$ cat src/rtl/model_fetcher_pkg.sv
// model_fetcher_pkg: shared payload types for the model buffer read path.
package model_fetcher_pkg;

  localparam int unsigned MF_MAX_MODEL_COUNT    = 10;
  localparam int unsigned MF_MAX_TRIANGLE_COUNT = 512;
  localparam int unsigned MF_INSTANCE_ID_W      = 8;

  localparam int unsigned MODEL_IDX_W = $clog2(MF_MAX_MODEL_COUNT);
  localparam int unsigned TRI_IDX_W   = $clog2(MF_MAX_TRIANGLE_COUNT + 1);
  localparam int unsigned COORD_W     = 32;

  typedef struct packed {
    logic [COORD_W-1:0] v0;
    logic [COORD_W-1:0] v1;
    logic [COORD_W-1:0] v2;
  } triangle_t;

  typedef struct packed {
    logic last;
  } triangle_meta_t;

  typedef struct packed {
    logic [MODEL_IDX_W-1:0] model_index;
    logic [TRI_IDX_W-1:0]   triangle_index;
  } modelbuf_read_t;

  typedef struct packed {
    logic [MODEL_IDX_W-1:0]      model_index;
    logic [MF_INSTANCE_ID_W-1:0] instance_id;
  } fetch_cmd_t;

  typedef struct packed {
    logic                        first;
    logic                        last;
    logic [MF_INSTANCE_ID_W-1:0] instance_id;
  } fetch_meta_t;

  typedef enum logic [1:0] {
    ST_IDLE  = 2'd0,
    ST_ISSUE = 2'd1,
    ST_WAIT  = 2'd2
  } fetch_state_e;

endpackage

$ cat src/rtl/model_fetcher.sv
// model_fetcher: walks a model's triangles in index order and streams them
// downstream tagged with instance id and first/last flags.
// Optional MODEL_FETCHER_STATS_EN adds saturating triangle/command counters.
module model_fetcher
  import model_fetcher_pkg::*;
#(
  parameter int unsigned MAX_MODEL_COUNT    = MF_MAX_MODEL_COUNT,
  parameter int unsigned MAX_TRIANGLE_COUNT = MF_MAX_TRIANGLE_COUNT,
  parameter int unsigned INSTANCE_ID_W      = MF_INSTANCE_ID_W
) (
  input  logic           clk,
  input  logic           rstn,
  input  logic           cmd_valid,
  output logic           cmd_ready,
  input  fetch_cmd_t     cmd_data,
  output logic           req_valid,
  input  logic           req_ready,
  output modelbuf_read_t req_data,
  input  logic           rsp_valid,
  output logic           rsp_ready,
  input  triangle_t      rsp_data,
  input  triangle_meta_t rsp_meta,
  output logic           out_valid,
  input  logic           out_ready,
  output triangle_t      out_data,
  output fetch_meta_t    out_meta,
`ifdef MODEL_FETCHER_STATS_EN
  output logic [31:0]    stat_triangles,
  output logic [15:0]    stat_commands,
`endif
  output logic           done,
  output logic           empty_model
);

  localparam int unsigned MODEL_W = $clog2(MAX_MODEL_COUNT);
  localparam int unsigned TRI_W   = $clog2(MAX_TRIANGLE_COUNT + 1);

  fetch_state_e             state, state_d;
  logic [MODEL_W-1:0]       model_q;
  logic [INSTANCE_ID_W-1:0] inst_q;
  logic [TRI_W-1:0]         tri_idx;

  logic cmd_fire_c, issue_fire_c, step_c, finish_c, empty_c, tri_last_c;

  // A triangle ends the command if the buffer says so or the index cap is hit
  assign tri_last_c = rsp_meta.last | (tri_idx == TRI_W'(MAX_TRIANGLE_COUNT - 1));

  // State register
  always_ff @(posedge clk) begin
    if (!rstn) state <= ST_IDLE;
    else       state <= state_d;
  end

  // Next-state logic
  always_comb begin
    state_d = state;
    case (state)
      ST_IDLE:  if (cmd_fire_c)   state_d = ST_ISSUE;
      ST_ISSUE: if (issue_fire_c) state_d = ST_WAIT;
      ST_WAIT: begin
        if (finish_c)    state_d = ST_IDLE;
        else if (step_c) state_d = issue_fire_c ? ST_WAIT : ST_ISSUE;
      end
      default:           state_d = ST_IDLE;
    endcase
  end

  // Handshake outputs; WAIT streams the next request alongside each consumed triangle
  always_comb begin
    cmd_ready               = 1'b0;
    req_valid               = 1'b0;
    rsp_ready               = 1'b0;
    out_valid               = 1'b0;
    cmd_fire_c              = 1'b0;
    issue_fire_c            = 1'b0;
    step_c                  = 1'b0;
    finish_c                = 1'b0;
    empty_c                 = 1'b0;
    req_data.model_index    = MODEL_IDX_W'(model_q);
    req_data.triangle_index = TRI_IDX_W'(tri_idx);
    out_data                = rsp_data;
    out_meta.first          = (tri_idx == '0);
    out_meta.last           = tri_last_c;
    out_meta.instance_id    = MF_INSTANCE_ID_W'(inst_q);
    case (state)
      ST_IDLE: begin
        cmd_ready  = 1'b1;
        cmd_fire_c = cmd_valid;
      end
      ST_ISSUE: begin
        req_valid    = 1'b1;
        issue_fire_c = req_ready;
      end
      ST_WAIT: begin
        if (!rsp_valid) begin
          finish_c = 1'b1;
          empty_c  = (tri_idx == '0);
        end else begin
          out_valid = 1'b1;
          rsp_ready = out_ready;
          if (out_ready) begin
            if (tri_last_c) begin
              finish_c = 1'b1;
            end else begin
              step_c                  = 1'b1;
              req_valid               = 1'b1;
              req_data.triangle_index = TRI_IDX_W'(tri_idx + TRI_W'(1));
              issue_fire_c            = req_ready;
            end
          end
        end
      end
      default: ;
    endcase
  end

  // Command latches, triangle index and completion pulses
  always_ff @(posedge clk) begin
    if (!rstn) begin
      model_q     <= '0;
      inst_q      <= '0;
      tri_idx     <= '0;
      done        <= 1'b0;
      empty_model <= 1'b0;
    end else begin
      done        <= finish_c;
      empty_model <= empty_c;
      if (cmd_fire_c) begin
        model_q <= MODEL_W'(cmd_data.model_index);
        inst_q  <= INSTANCE_ID_W'(cmd_data.instance_id);
        tri_idx <= '0;
      end else if (step_c) begin
        tri_idx <= tri_idx + TRI_W'(1);
      end
    end
  end

`ifdef MODEL_FETCHER_STATS_EN
  // Saturating activity counters
  always_ff @(posedge clk) begin
    if (!rstn) begin
      stat_triangles <= '0;
      stat_commands  <= '0;
    end else begin
      if (out_valid && out_ready && (stat_triangles != '1))
        stat_triangles <= stat_triangles + 32'd1;
      if (done && (stat_commands != '1))
        stat_commands <= stat_commands + 16'd1;
    end
  end
`endif

endmodule

$ cat config.mk
export PLATFORM = sky130hd
export DESIGN_NAME = model_fetcher
export DESIGN_NICKNAME = d
export VERILOG_FILES = /design/src/rtl/model_fetcher_pkg.sv /design/src/rtl/model_fetcher.sv
export SDC_FILE = /design/constraint.sdc
export NUM_CORES = 1
export LEC_CHECK = 0
export BUFFER_PORTS_ARGS = -buffer_cell sky130_fd_sc_hd__buf_2
export CAP_MARGIN = 20
export CELL_PAD_IN_SITES_DETAIL_PLACEMENT = 0
export CELL_PAD_IN_SITES_GLOBAL_PLACEMENT = 1
export CORE_UTILIZATION = 19
export CTS_CLUSTER_DIAMETER = 60
export DETAILED_ROUTE_END_ITERATION = 6
export GPL_ROUTABILITY_DRIVEN = 0
export GPL_TIMING_DRIVEN = 0
export HOLD_SLACK_MARGIN = 0.08
export PLACE_DENSITY = 0.73
export REMOVE_ABC_BUFFERS = 1
export SYNTH_ARGS = -nofsm -noshare
export SYNTH_HDL_FRONTEND = slang
export SYNTH_SLANG_ARGS = --single-unit
$ cat constraint.sdc
create_clock -name clk -period 1.9 [get_ports clk]
set_clock_uncertainty 0.1 [all_clocks]
set_input_delay 0.095 -clock clk [delete_from_list [all_inputs] [get_ports clk]]
set_output_delay 0.095 -clock clk [all_outputs]
set_load 0.01 [all_outputs]
==> flow_summary.ini <==
[job]
cap_violations = 0

[layout]
insertedDiodeCount = 0
sequential_cell_area_um2 = 534
proportion_of_layout_cells_with_a_drive_suffix_above_1_pct = 42.1
syn2layout_area_growth_pct = 8.07
fillerInstances = 1212
nNetsFinal = 357
multi_input_area_um2 = 977

[timing]
clock.fmax_mhz = 471
hold-worst-slack_ps = 90.1
rsz0062_at_grt = true
fin_setup_tns_ps = -1140
worst_slew_pin_slew_ps = 478
finalWorstPathRequiredPeriod_ps = 2120
timing.final.max_slew_violations = 0
postLayoutSetupSlackWorst_ps = -225
timing.slew.headroom_pct = 68.1
post-route-period-util_pct = 112
setup_viol_count_final = 10
timing_hold_violations_final = 0

[clock_tree]
path_clk_slew_ps = 100
clk-insertion-delay-late_ps = 280
cts-htree-levels = 1
clk_path_buf_depth = 2
cts_tree = built
clkSinkCount = 26
root_buffer = sky130_fd_sc_hd__clkbuf_8
tritoncts.num_buffers = 3

[worst_setup_path]
critical_path.endpoint_type = primary output
crit_type = reg2out
worst_r2r_endpoint = state[0]
worst_setup_path_start_kind = flop
crit_required_ps = 1700
timing.critical_path.arrival_ps = 1930
critical_path_peak_fanout = 6
r2r-start = state[0]
reg2reg_depth = 8
r2r_setup_slack_ps = 10

[drt]
via_count = 1728
drt_drc_violations_left = 0
routed_wire_length_per_instance_um = 44.2
routed_wl_um = 16600
vias_per_cell = 4.61
drtAntennaViolNets = 0
dr.first_iter.drc_count = 84
firstDrtPassIters = 4

[worst_hold_path]
hold_path_startpoint = rsp_data[28]
hold_path_class = in2out
hold-path-cell-count = 0
worst_hold_path.endpoint = out_data[28]

[synthesis]
yosys-mux-area-fraction_pct = 1.48
netlist_area_um2 = 2110
synth_warnings = 0
synth_largest_type_area_fraction_pct = 34.5
synth_unique_cells = 44
synth-simple-area-share_pct = 18.6
synth_compound_gate_area_share_pct = 12.5
synth-xor-area-share_pct = 2.08
synth_top_family_by_area = buffers and inverters
postSynthRegisterBits = 26
synth_fa_ha_area_share_pct = 3.56
postSynthCellCount = 258
synth_edf_count = 0
ys_async_sr_fraction_pct = 0
synth.top_cells.by_area = sky130_fd_sc_hd__buf_4, sky130_fd_sc_hd__dfxtp_1, sky130_fd_sc_hd__nand2_1, sky130_fd_sc_hd__a21boi_0, sky130_fd_sc_hd__ha_1
syn_area_per_cell_um2 = 8.18
dominantRegCellSynth = sky130_fd_sc_hd__dfxtp_1
synth_sequential_area_ratio_pct = 24.7
synth_top_area_cell = sky130_fd_sc_hd__buf_4

[floorplan]
fp.coreArea_um2 = 10800
top_level_ports = 241
num_rows = 38
floorplan.initialDensity_pct = 19.5
die_area_um2 = 11500
horizontal_die_dimension_um = 107
chipHeight_um = 107

[status]
violations = setup timing
run_status = finished, violations left

[grt]
globalRouteTotalUtil_pct = 27.7
grt_first_pass_wirelength_um = 19300
pin_count_of_the_biggest_net_entering_global_routing = 19
overflow_left_after_global_routing = 0
via_count_of_the_first_global_routing_pass = 1584
grt_antenna_before_repair = 0

[pwr]
comb_power_share_pct = 39.0
vdd.ir_drop.worst_uv = 259
switching_share_pct = 35.9
p_clk_share_pct = 22.4
power.net_switching_uw = 611
power_leakage_uw = 0.000963
portion_of_total_power_attributed_to_sequential_cells_pct = 38.6
pwr_density_cell_nw_per_um2 = 747
internal_power_uw = 1090

[place]
placement.io_buffers = 48
hpwl_um = 14900
## stage by stage
step | total power, uW | instances | util (%) | area [um2] | setup slack (ps)
after floorplan | 988 | 156 | - | 1360 | 14.6
after global placement | 1170 | 344 | 16.3 | 1770 | -258
after detailed placement | 1180 | 344 | 16.3 | 1770 | -278
after CTS | 1650 | 369 | 19.3 | 2090 | -259
after global routing | 1800 | 375 | 21.0 | 2280 | -300
final | 1700 | 375 | 21.0 | 2280 | -225
## what timing repair did
item,CTS,global route
resized for setup,24,26
setup buffers,8,6
hold endpoints to repair,14,0
endpoints found under the setup margin,23,15
pin swaps,7,11
hold buffers,13,0
## cell usage in the layout, fill, tap and decap left out, drive strengths merged, types with 4 or more instances in the layout
cell type and instances:
a21oi 5, nor2b 6, a21boi 12, dlygate4sd3 13, nor3 4, dfxtp 26, o21ai 4, nand2 36
buf 62, ha 6, clkbuf 4, inv 8
## power groups by stage
stage	Clock, uW	Combinational, uW	Sequential (uW)
finish	381	665	658
global route	415	718	664
CTS	388	605	656
detailed placement	0	521	659
global placement	0	512	655
floorplan	0	313	675
## worst max-delay path, cell delays in order (launching register included)
cell                      delay [ps]
sky130_fd_sc_hd__dfxtp_2         360
sky130_fd_sc_hd__and2b_2         280
sky130_fd_sc_hd__a311o_1         450
sky130_fd_sc_hd__or3_4           360
sky130_fd_sc_hd__nand2_1          90
sky130_fd_sc_hd__buf_6           110
## sequential cells by signal, indices dropped and copies added, names as in the netlist
register and flops:
model_q 4, inst_q 8, done 1, tri_idx 10, state 2, empty_model 1
## metal layers
layer  up-vias  part of all wire, %  global-route usage [%]
li1        716                    -                       -
met1       779                   13                    8.70
met2       201                   51                    50.9
met3        28                   30                    39.5
met4         4                  5.3                    13.3
met5         -                  1.2                    12.9
## layout make-up
| type | count | area share (%) |
|---|---|---|
| Multi-Input combinational cell | 122 | 42.9 |
| Tap cell | 140 | 7.68 |
| Sequential cell | 26 | 23.4 |
| Timing Repair Buffer | 75 | 22.2 |
| Clock buffer | 4 | 2.41 |
| Inverter | 8 | 1.43 |
## how the worst max path moves through the flow
stage               start           to  slack [ps]  cells past startpoint
2_1_floorplan    state[0]  req_data[9]          10                      6
3_3_place_gp     state[0]  req_data[9]        -260                      7
3_5_place_dp     state[0]  req_data[9]        -280                      7
4_1_cts          state[0]  req_data[5]        -260                      7
5_1_grt          state[0]  req_data[9]        -300                      7
6_report       tri_idx[8]  req_data[9]        -220                      5
## logic make-up (layout without fill, tap and decap cells)
kind of cell | Yosys count | in the layout
AO/OA/AOI/OAI | 35 | 35
multiplexers | 3 | 3
adder cells (fa/ha/maj) | 6 | 6
flip-flops | 26 | 26
XOR/XNOR | 5 | 5
AND/OR/NAND/NOR | 73 | 73
buffers and inverters | 110 | 87
## cell usage after synthesis (2+ instances only)
| master | instances |
|---|---|
| sky130_fd_sc_hd__a21oi_1 | 5 |
| sky130_fd_sc_hd__xnor2_1 | 3 |
| sky130_fd_sc_hd__a21o_1 | 2 |
| sky130_fd_sc_hd__mux2i_1 | 2 |
| sky130_fd_sc_hd__or3_1 | 3 |
| sky130_fd_sc_hd__a21boi_0 | 12 |
| sky130_fd_sc_hd__xor2_1 | 2 |
| sky130_fd_sc_hd__nor4_1 | 3 |
| sky130_fd_sc_hd__nand2_1 | 36 |
| sky130_fd_sc_hd__o21ai_0 | 4 |
| sky130_fd_sc_hd__ha_1 | 6 |
| sky130_fd_sc_hd__and3_1 | 3 |
| sky130_fd_sc_hd__nor2b_1 | 6 |
| sky130_fd_sc_hd__nand3_1 | 3 |
| sky130_fd_sc_hd__inv_1 | 8 |
| sky130_fd_sc_hd__clkbuf_1 | 4 |
| sky130_fd_sc_hd__nor3_1 | 4 |
| sky130_fd_sc_hd__and4_1 | 2 |
| sky130_fd_sc_hd__dfxtp_1 | 26 |
| sky130_fd_sc_hd__buf_4 | 97 |
| sky130_fd_sc_hd__a31oi_1 | 2 |
| sky130_fd_sc_hd__nand4_1 | 2 |
| sky130_fd_sc_hd__nor3b_1 | 2 |
Note: power is estimated with default switching activity, not from simulation.
